==> src/rtl/fir16_out_formatter_if.sv <==
// Output sample stream of fir16_out_formatter: Q1.15 head word with a valid/ready handshake.
interface fir16_out_formatter_if;
    logic signed [15:0] out_data;
    logic               out_valid;
    logic               out_ready;

    modport master (output out_data, output out_valid, input  out_ready);
    modport slave  (input  out_data, input  out_valid, output out_ready);
endinterface

==> src/rtl/fir16_out_formatter.sv <==
// Rounds/saturates the 36-bit Q6.30 FIR accumulator to Q1.15 after warm-up and buffers it in a FIFO.
// Define FIR16_OUT_SAT_EN for saturating conversion; otherwise out-of-range values wrap.
module fir16_out_formatter #(
    parameter int DEPTH  = 4,
    parameter int WARMUP = 18
) (
    input  logic                      clk,
    input  logic                      reset,
    input  logic signed [35:0]        y_in,
    fir16_out_formatter_if.master     out_if,
    output logic [$clog2(DEPTH):0]    fill_level,
    output logic                      sat_pulse,
    output logic                      overflow,
    input  logic                      ovf_clear
);
    localparam int AW = $clog2(DEPTH);
    localparam int CW = $clog2(WARMUP + 1);

    // Round half up: add 2^14 at 37 bits, then arithmetic shift right by 15.
    function automatic logic signed [21:0] round_q15(input logic signed [35:0] y);
        logic signed [36:0] r;
        r = {y[35], y} + 37'sd16384;
        return r[36:15];
    endfunction

    // Returns {clipped, word}.
    function automatic logic [16:0] sat_q15(input logic signed [21:0] q);
`ifdef FIR16_OUT_SAT_EN
        if (q > 22'sd32767)
            return {1'b1, 16'h7FFF};
        else if (q < -22'sd32768)
            return {1'b1, 16'h8000};
        else
            return {1'b0, q[15:0]};
`else
        return {1'b0, q[15:0]};
`endif
    endfunction

    logic [CW-1:0]      warm_cnt_q, warm_cnt_d;
    logic [AW:0]        wr_ptr_q, wr_ptr_d;
    logic [AW:0]        rd_ptr_q, rd_ptr_d;
    logic               sat_pulse_q, sat_pulse_d;
    logic               overflow_q, overflow_d;
    logic signed [15:0] mem_q [DEPTH];

    logic               warm_done, empty, full, rd_fire, wr_en, drop, clip;
    logic signed [15:0] word;
    logic [16:0]        conv;

    always_comb begin
        warm_done   = (warm_cnt_q == CW'(WARMUP));
        empty       = (wr_ptr_q == rd_ptr_q);
        full        = (wr_ptr_q[AW-1:0] == rd_ptr_q[AW-1:0]) && (wr_ptr_q[AW] != rd_ptr_q[AW]);
        rd_fire     = !empty && out_if.out_ready;
        // A full FIFO still accepts a write when the head leaves on the same edge.
        wr_en       = warm_done && (!full || rd_fire);
        drop        = warm_done && full && !rd_fire;
        conv        = sat_q15(round_q15(y_in));
        clip        = conv[16];
        word        = conv[15:0];

        warm_cnt_d  = warm_done ? warm_cnt_q : warm_cnt_q + 1'b1;
        wr_ptr_d    = wr_en   ? wr_ptr_q + 1'b1 : wr_ptr_q;
        rd_ptr_d    = rd_fire ? rd_ptr_q + 1'b1 : rd_ptr_q;
        sat_pulse_d = wr_en && clip;
        overflow_d  = overflow_q;
        if (ovf_clear)
            overflow_d = 1'b0;
        else if (drop)
            overflow_d = 1'b1;
    end

    always_ff @(posedge clk or negedge reset) begin
        if (!reset) begin
            warm_cnt_q  <= '0;
            wr_ptr_q    <= '0;
            rd_ptr_q    <= '0;
            sat_pulse_q <= 1'b0;
            overflow_q  <= 1'b0;
        end else begin
            warm_cnt_q  <= warm_cnt_d;
            wr_ptr_q    <= wr_ptr_d;
            rd_ptr_q    <= rd_ptr_d;
            sat_pulse_q <= sat_pulse_d;
            overflow_q  <= overflow_d;
        end
    end

    // Storage carries no reset; emptiness is tracked by the pointers alone.
    always_ff @(posedge clk) begin
        if (wr_en)
            mem_q[wr_ptr_q[AW-1:0]] <= word;
    end

    assign out_if.out_valid = !empty;
    assign out_if.out_data  = empty ? 16'sd0 : mem_q[rd_ptr_q[AW-1:0]];
    assign fill_level       = wr_ptr_q - rd_ptr_q;
    assign sat_pulse        = sat_pulse_q;
    assign overflow         = overflow_q;
endmodule
==> src/flat_wrapper.sv <==
// flat-port wrapper written by rule: the top's interface ports become plain ports
module fir16_out_formatter_flat 
#(
    parameter int DEPTH  = 4,
    parameter int WARMUP = 18
)
  (clk, reset, y_in, fill_level, sat_pulse, overflow, ovf_clear, out_if_out_data, out_if_out_valid, out_if_out_ready);
  fir16_out_formatter_if out_if_i ();
  input  logic clk;
  input  logic reset;
  input  logic signed [35:0] y_in;
  output logic [$clog2(DEPTH):0] fill_level;
  output logic sat_pulse;
  output logic overflow;
  input  logic ovf_clear;
  output wire logic [$bits(out_if_i.out_data)-1:0] out_if_out_data;
  output wire logic [$bits(out_if_i.out_valid)-1:0] out_if_out_valid;
  input wire logic [$bits(out_if_i.out_ready)-1:0] out_if_out_ready;
  assign out_if_out_data = out_if_i.out_data;
  assign out_if_out_valid = out_if_i.out_valid;
  assign out_if_i.out_ready = out_if_out_ready;
  fir16_out_formatter #(.DEPTH(DEPTH), .WARMUP(WARMUP)) u_core (.clk(clk), .reset(reset), .y_in(y_in), .out_if(out_if_i), .fill_level(fill_level), .sat_pulse(sat_pulse), .overflow(overflow), .ovf_clear(ovf_clear));
endmodule
==> config.mk <==
export PLATFORM = sky130hd
export DESIGN_NAME = fir16_out_formatter_flat
export DESIGN_NICKNAME = d
export VERILOG_FILES = /design/src/rtl/fir16_out_formatter_if.sv /design/src/rtl/fir16_out_formatter.sv /design/src/flat_wrapper.sv
export SDC_FILE = /design/constraint.sdc
export NUM_CORES = 1
export LEC_CHECK = 0
export BUFFER_PORTS_ARGS = -buffer_cell sky130_fd_sc_hd__buf_2
export CORE_AREA = 2 2 80 82
export CTS_CLUSTER_DIAMETER = 80
export DETAILED_ROUTE_END_ITERATION = 8
export DIE_AREA = 0 0 82 84
export MAX_ROUTING_LAYER = met4
export PLACE_DENSITY = 0.85
export SETUP_SLACK_MARGIN = 0.02
export SYNTH_ARGS = -nofsm -noshare
export SYNTH_HDL_FRONTEND = slang
export SYNTH_SLANG_ARGS = --single-unit
==> constraint.sdc <==
create_clock -name clk -period 5 [get_ports clk]
set_input_delay 0.25 -clock clk [delete_from_list [all_inputs] [get_ports clk]]
set_output_delay 0.25 -clock clk [all_outputs]
set_load 0.05 [all_outputs]
=== Word level (Yosys, flattened, before mapping) ===
Memories as Yosys holds them, arrays and structs flattened.
Index checks and enable logic that the tools add are counted.

* Add/sub/neg operators: 5
* Eq/ne operators: 4
* Muxes and demuxes: 5
* Reductions and logical operators: 10

{| class="wikitable"
|+ Operator list
! kind !! number
|-
| 31-bit by 16-bit adder with 31-bit output, second input constant || 1
|-
| 16-bit 2-to-1 mux || 1
|-
| 3-bit by 1-bit adder with 3-bit output, second input constant || 2
|-
| 5-bit by 1-bit adder with 5-bit output, second input constant || 1
|-
| 5-bit equality test, second input constant || 1
|-
| 1-bit logical AND || 5
|-
| 1-bit 2-to-1 mux || 4
|-
| 3-bit equality test || 1
|-
| 1-bit logical NOT || 3
|-
| 3-bit subtractor || 1
|-
| 2-bit equality test || 1
|-
| 2-bit nonzero test || 1
|-
| 1-bit logical OR || 1
|-
| 1-bit inequality test || 1
|}

* Flip-flop bits (word level): 12
* Bits in writable memories: 64
* Bits of input ports: 40
* Output and inout bits: 22
* Logic and storage cells: 29
* Memories kept: 1

{| class="wikitable"
|+ Memory list
! name !! words !! width !! rd ports !! clocked after memory_dff !! wr ports !! RTL line !! source
|-
| u_core.mem_q || 4 || 16 || 1 || 0 || 1 || fir16_out_formatter.sv:45 || <nowiki>logic signed [15:0] mem_q [DEPTH];</nowiki>
|}

=== Logic depth before layout (Yosys ltp) ===
Gate-level depths: netlist of run 1.

* Word-level depth: 7
* Gate-level depth with buffers: 8

=== Least setup slack after synthesis of run 1 ===
Ideal clock, no wire load.

* Path type: register to output
* Start: reg u_core.rd_ptr_q[1]
* End: out out_if_out_data[10]
* Data arrival time: 2,214 ps
* Data required time: 4,750 ps
* Path slack: 2,536 ps
* Stages on the path, launching flop included: 9
* Path buffers: 3
* Path through: dfrtp_1 buf_2 buf_2 inv_1 ha_1 nand2_1 nor2_2 buf_6 nor2b_1

* Cells in the longest elaborated chain, start to end: 2
* Elaborated cells on any way between the ends: 3

{| class="wikitable"
|+ Ends and longest elaborated chain
! item !! RTL line !! source
|-
| from (decl) || fir16_out_formatter.sv:42 || <nowiki>logic [AW:0] rd_ptr_q, rd_ptr_d;</nowiki>
|-
| from (signal assigned) || fir16_out_formatter.sv:84 || <nowiki>rd_ptr_q <= rd_ptr_d;</nowiki>
|-
| memory 4 x 16 bit / 3-bit equality test (equally long branches) || -- ||
|-
| 16-bit 2-to-1 mux * || fir16_out_formatter.sv:97 || <nowiki>assign out_if.out_data = empty ? 16'sd0 : mem_q[rd_ptr_q[AW-1:0]];</nowiki>
|-
| to (decl) || flat_wrapper.sv:16 || <nowiki>output wire logic [$bits(out_if_i.out_data)-1:0] out_if_out_data;</nowiki>
|}

Every way passes the cells marked *; elsewhere a longest branch is shown, timed or not.

=== Final worst setup path of run 1 ===
* Start: reg u_core.rd_ptr_q[1]
* End: out out_if_out_data[3]

The elaborated chain is that of the path after synthesis.

==> summary.txt, run 1 <==
Yosys
  – Post-synthesis sequential area ratio: between 60% and 70%
  – Synth top area share: 55.0%
  – Syn_area_per_cell: 16.7 µm²
  – Syn nets: 260
  – Yosys synthesis warning count: 0
  – Synth area leaders: edfxtp_1, dfrtp_1, mux4_1
  – Cell accounting for the most synthesized area: edfxtp_1
  – Cells after Synth: approximately 210
  – Post-synthesis register bit count: 76
  – Mapped Area: 3490 µm²
  – Distinct cells, synth: 32

Worst hold path
  – HP Class: in2reg

Clock network
  – Clk sink count: 76
  – Clk slew on worst S/H paths: 0.08 ns
  – Clock Path Buffers: 2
  – Hold Buf Count CTS: 1
  – CTS tree: built
  – Num CTS Buffers: 9
  – CTS resizes: 0
  – Worst-Skew Late Latency: 0.36 ns
  – H-tree depth: 3
  – Post-CTS Setup Repair Bufs: 0
  – Root buf cell: clkbuf_8

Timing
  – Hold Fails Final Rpt: 0
  – Final setup viols: 0
  – Min Clock Period, post-route: 3.18 ns
  – Sum Neg Setup Slack: 0 ns
  – Max Freq: approximately 0.31 GHz
  – RSZ-0062 raised after global routing: false
  – Slew headroom: 41.8%
  – Final slew viol count: 0
  – Final Skew: 0.0105 ns
  – Worst-Margin Slew: 0.874 ns
  – Fin crit share: 63.6%

Final layout
  – Footprint of the multi-input gates: about 1200 µm²
  – Antenna fix cells: 0
  – FF+latch area: 2220 µm²
  – Share of layout cells above drive strength 1: 28.4%
  – Final net count: ~310
  – Most common cell after layout, fill and taps aside: edfxtp_1
  – P&R area growth vs syn: 12.7%
  – Commonest cells after routing, fill and taps aside: edfxtp_1, buf_2, nor2b_1
  – Number of fill cells: 432

Global routing
  – Number of global-route vias before repair: 1878
  – Grt total ovfl: 0
  – Global-route wire length before repair: 9.38 mm
  – GRT Total Usage: 19.7%
  – Largest net degree at the start of global routing: 21
  – Initial antenna violation count: 0

Critical path
  – CP endpoint kind: output pin
  – Critical Path Start Type: flop
  – Crit path max fanout: 20
  – CP arrival: 2.93 ns
  – CP required: 4.75 ns
  – Critical path class: reg2out

Routing
  – Via count: 1863
  – Wirelength per Cell: around 18 µm
  – Initial DRC Count: 110
  – Post-Route WL: 5.98 mm
  – Via-to-Cell Ratio: 5.51
  – ANT nets after route: 0
  – First-pass DRT Iterations: 4
  – DRC viols: 0

Floorplan
  – Starting Density: 57.3%
  – I/O Pins: 62
  – Die Span Y: 84 µm
  – Row Count: 29
  – Die ar.: 6890 µm²
  – Core Box Area: 6100 µm²
  – Horiz. Die Dim: ~82 µm

Outcome
  – Outcome: finished, final reports clean

Placement
  – DP HPWL: ~3.9 mm
  – PortBufs: a little over 40
  – Final Wtd Congestion: between 0.8 and 0.9

Job
  – MaxCap Viol Count: 0
state kept, by name, indices dropped and copies added (netlist names):
signal	flops
u_core.warm_cnt_q	5
u_core.overflow	1
u_core.rd_ptr_q	3
u_core.wr_ptr_q	3
u_core.mem_q	64
critical path, stage by stage (launching register included):
cell and delay (ns):
dfrtp_1 0.92, inv_1 0.11, ha_1 0.32, nand2_1 0.14, nor2_2 0.67, nor2b_1 0.16
buf_2 0.26
final timing paths:
| check | start | to | slack (ns) | cells after the start |
|---|---|---|---|---|
| setup / recovery | u_core.rd_ptr_q[1]$_DFFE_PN0P_ | out_if_out_data[3] | 1.82 | 6 |
| hold / removal | ovf_clear | u_core.overflow$_DFFE_PN0P_ | 0.05 | 2 |
| setup reg to reg | u_core.rd_ptr_q[1]$_DFFE_PN0P_ | u_core.mem_q[2][3]$_DFFE_PP_ | 2.09 | 5 |
| hold reg to reg | u_core.warm_cnt_q[4]$_DFFE_PN0P_ | u_core.warm_cnt_q[4]$_DFFE_PN0P_ | 0.48 | 1 |
| max in group asynchronous | reset | u_core.wr_ptr_q[2]$_DFFE_PN0P_ | 4.49 | 2 |
| min in group asynchronous | reset | u_core.rd_ptr_q[1]$_DFFE_PN0P_ | 0.29 | 2 |
final cells by class:
cell class | count | share of cell area, %
repair buffers | 43 | 5.66
flip-flops and latches | 76 | 56.5
clock buffers | 9 | 3.15
well taps | 77 | 2.45
multi-input cells | 116 | 29.8
inverters | 10 | 0.954
clock inverters | 7 | 1.49
stage by stage:
| step | hold WS (ns) | util, % | instances | setup WS [ns] | cell area [µm²] |
|---|---|---|---|---|---|
| finish | 0.0455 | 64.6 | 338 | 1.82 | 3940 |
| global route | 0.0407 | 64.6 | 338 | 1.64 | 3940 |
| CTS | 0.0448 | 64.6 | 338 | 1.78 | 3940 |
| detailed placement | 0.136 | 61.4 | 321 | 2.02 | 3740 |
| global placement | 0.139 | 61.4 | 321 | 2.10 | 3740 |
| floorplan | -0.0456 | - | 209 | 2.54 | 3490 |
metal layers:
layer,vias up,part of all wire [%],GRT usage [%]
li1,884,-,-
met1,927,44,26.0
met2,41,50,28.5
met3,11,3.8,3.79
met4,0,1.8,11.4
met5,-,0,-
synthesized netlist by cell type:
cell	number
dfrtp_1	12
nor2_2	1
nand4_1	5
a21boi_4	1
inv_1	10
nor4_1	6
and4bb_2	1
o21ai_0	1
xnor2_1	13
and2_1	3
buf_2	2
mux2_4	2
nor2b_1	16
nor3_1	4
and3b_1	1
buf_6	3
xor2_2	1
o311ai_2	1
mux4_2	8
nand2_1	6
mux4_1	8
xor2_1	12
conb_1	1
ha_1	10
edfxtp_1	64
o21ai_2	1
fa_1	1
a31oi_1	1
nor2_1	4
o211ai_1	1
nand3_1	7
buf_4	2
kinds of logic (layout without fill, tap and decap cells):
family	Yosys count	in the layout	synth area share, %
buffers and inverters	17	69	2.76
adders and majority gates	11	11	4.15
DFF	76	76	63.6
xor gates and xnor gates	26	26	6.73
AOI/OAI and AO/OA	6	6	1.79
and+or+nand+nor	54	54	8.81
other	1	1	0.107
muxes	18	18	12.0
Power of run 1 is left out: the tool's default activity adds up to more than one toggle a clock period on the data nets, which glitch-free logic cannot reach.
==> run 2, diff against run 1 <==
--- a/config.mk
+++ b/config.mk
@@ -6,12 +6,12 @@
 export NUM_CORES = 1
 export LEC_CHECK = 0
 export BUFFER_PORTS_ARGS = -buffer_cell sky130_fd_sc_hd__buf_2
-export CORE_AREA = 2 2 80 82
+export CORE_AREA = 2 2 83 85
 export CTS_CLUSTER_DIAMETER = 80
 export DETAILED_ROUTE_END_ITERATION = 8
-export DIE_AREA = 0 0 82 84
+export DIE_AREA = 0 0 85 87
 export MAX_ROUTING_LAYER = met4
-export PLACE_DENSITY = 0.85
+export PLACE_DENSITY = 0.79
 export SETUP_SLACK_MARGIN = 0.02
 export SYNTH_ARGS = -nofsm -noshare
 export SYNTH_HDL_FRONTEND = slang
==> constraint.sdc (replaced) <==
create_clock -name clk -period 3.18 [get_ports clk]
set_input_delay 0.159 -clock clk [delete_from_list [all_inputs] [get_ports clk]]
set_output_delay 0.159 -clock clk [all_outputs]
set_load 0.05 [all_outputs]
==> run 2 against run 1 <==
Wire length grew 2.5%; hold slack gained 0.095 ns; non-clock buffer count grew 7; final cell count grew 3.0%; clock skew shrank 0.0017 ns; utilization decreased by 3.1 points.
==> summary.txt, run 2 (synthesized netlist as in run 1, its figures left out) <==
Routing
  – ANT nets after route: 0 (unchanged)
  – First-pass DRT Iterations: 4 (unchanged)
  – Initial DRC Count: 127 (+15%)
  – Via count: 1926 (+3.4%)
  – DRC viols: 0 (unchanged)
  – Wirelength per Cell: 17.6 µm (-0.49%)
  – Via-to-Cell Ratio: 5.53 (+0.41%)
  – Post-Route WL: 6.13 mm (+2.5%)

Floorplan
  – Starting Density: 53.2% (-4.1 points)
  – I/O Pins: 62 (unchanged)
  – Die Span Y: 87 µm (+3.6%)
  – Die ar.: 7400 µm² (+7.4%)
  – Row Count: 30 (+3.4%)
  – Core Box Area: 6570 µm² (+7.8%)
  – Horiz. Die Dim: 85 µm (+3.7%)

Placement
  – Final Wtd Congestion: 0.768 (-9.4%)
  – PortBufs: 41 (unchanged)
  – DP HPWL: 4.01 mm (+3.2%)

Clock network
  – H-tree depth: 3 (unchanged)
  – Root buf cell: clkbuf_8
  – Hold Buf Count CTS: 2 (+1)
  – CTS resizes: 0 (unchanged)
  – Clock Path Buffers: 2 (unchanged)
  – Num CTS Buffers: 9 (unchanged)
  – Post-CTS Setup Repair Bufs: 0 (unchanged)
  – CTS tree: built
  – Clk sink count: 76 (unchanged)
  – Worst-Skew Late Latency: 0.34 ns (-0.02 ns)
  – Clk slew on worst S/H paths: 0.08 ns (about the same)

Critical path
  – Reg2Reg Depth: 6 (+1)
  – R2R Setup Slk: 1.16 ns (-0.93 ns)
  – RR Endpoint: u_core.mem_q[0][3]$_DFFE_PP_
  – CP endpoint kind: output pin
  – CP required: 3.02 ns (-1.73 ns)
  – R2r startpoint: u_core.wr_ptr_q[0]$_DFFE_PN0P_
  – Crit path max fanout: 16 (-20%)
  – CP arrival: 2.10 ns (-0.83 ns)
  – Critical path class: reg2out
  – Critical Path Start Type: flop

Final layout
  – Max reg flops: 64 (unchanged)
  – Commonest cells after routing, fill and taps aside: edfxtp_1, buf_2, nor2b_1
  – P&R area growth vs syn: 15.5%
  – FF+latch area: 2220 µm² (unchanged)
  – Final core occ: 61.4% (-3.1 points)
  – Final net count: 314 (+2.3%)
  – Footprint of the multi-input gates: 1170 µm² (unchanged)
  – Antenna fix cells: 0 (unchanged)
  – Number of fill cells: 486 (+13%)
  – Most common cell after layout, fill and taps aside: edfxtp_1
  – Share of layout cells above drive strength 1: 29.5% (+1.1 points)

Timing
  – Final slew viol count: 0 (unchanged)
  – Max Freq: 0.442 GHz
  – Fin crit share: 71.2%
  – Worst-Margin Slew: 0.510 ns (-0.364 ns)
  – Slew headroom: 65.7% (+24 points)
  – RSZ-0062 raised after global routing: false
  – Final hold slack: 0.141 ns (+0.0953 ns)
  – Sum Neg Setup Slack: 0 ns (unchanged)
  – Final Skew: 0.00881 ns (-0.00169 ns)
  – Min Clock Period, post-route: approximately 2.3 ns
  – Final setup viols: 0 (unchanged)
  – Hold Fails Final Rpt: 0 (unchanged)

Global routing
  – Number of global-route vias before repair: 1907 (+1.5%)
  – Grt total ovfl: 0 (unchanged)
  – Global-route wire length before repair: 9.67 mm (+3.0%)
  – Initial antenna violation count: 0 (unchanged)
  – GRT Total Usage: 18.4% (-1.3 points)
  – Largest net degree at the start of global routing: 20 (-4.8%)

Worst hold path
  – Hold depth: 3 (+1)
  – Worst Min Path Start: out_if_out_ready
  – Hold endpoint: u_core.rd_ptr_q[0]$_DFFE_PN0P_
  – HP Class: in2reg

Job
  – MaxCap Viol Count: 0 (unchanged)

Outcome
  – Outcome: finished, final reports clean
## run 2: cell types whose count changed in the layout (fill, tap and decap cells not counted), sizes merged
cell,delta
bufinv,+2
buf,+6
clkinv,-1
inv,-2
dlygate4sd3,+1
clkbuf,+1
## run 2: area by class of cell
cell class / instances / area share [%]
sequential: 76 / 55.1
multi-input combinational: 116 / 29.1
timing repair buffer: 50 / 6.88
clock buffer: 10 / 3.16
tap: 80 / 2.48
clock inverter: 6 / 2.39
inverter: 10 / 0.930
## run 2: worst max-delay path, stage by stage, from the launching register on
cell,delay [ns]
dfrtp_1,0.45
buf_4,0.33
mux4_1,0.60
nor2b_1,0.16
buf_2,0.22
## run 2: metal layers
metal	part of all wire, %	track usage [%]	wire length [µm]
met5	0	-	0
met4	0.78	6.49	48
met3	5.2	4.08	317
met2	48	29.1	2960
met1	46	23.8	2800
## run 2: worst max-delay path by stage
stage                                    from                            to  slack (ns)  depth (start not counted)
3_5_place_dp   u_core.wr_ptr_q[0]$_DFFE_PN0P_  u_core.mem_q[0][7]$_DFFE_PP_        1.16                          6
5_1_grt        u_core.wr_ptr_q[0]$_DFFE_PN0P_            out_if_out_data[5]        0.75                          7
6_report       u_core.rd_ptr_q[0]$_DFFE_PN0P_            out_if_out_data[6]        0.92                          4
4_1_cts        u_core.rd_ptr_q[0]$_DFFE_PN0P_           out_if_out_data[11]        0.86                          4
3_3_place_gp   u_core.wr_ptr_q[0]$_DFFE_PN0P_  u_core.mem_q[1][7]$_DFFE_PP_        1.18                          6
2_1_floorplan  u_core.rd_ptr_q[1]$_DFFE_PN0P_  u_core.mem_q[0][0]$_DFFE_PP_        0.79                          7
## run 2: metrics by stage
step,cell area (µm²),instances,setup slack (ns)
after global placement,3790,330,1.18
after detailed placement,3790,330,1.16
after floorplan,3490,209,0.792
after global routing,4040,348,0.748
after CTS,4040,348,0.864
final,4040,348,0.917
Power of run 2 is left out for the same reason.
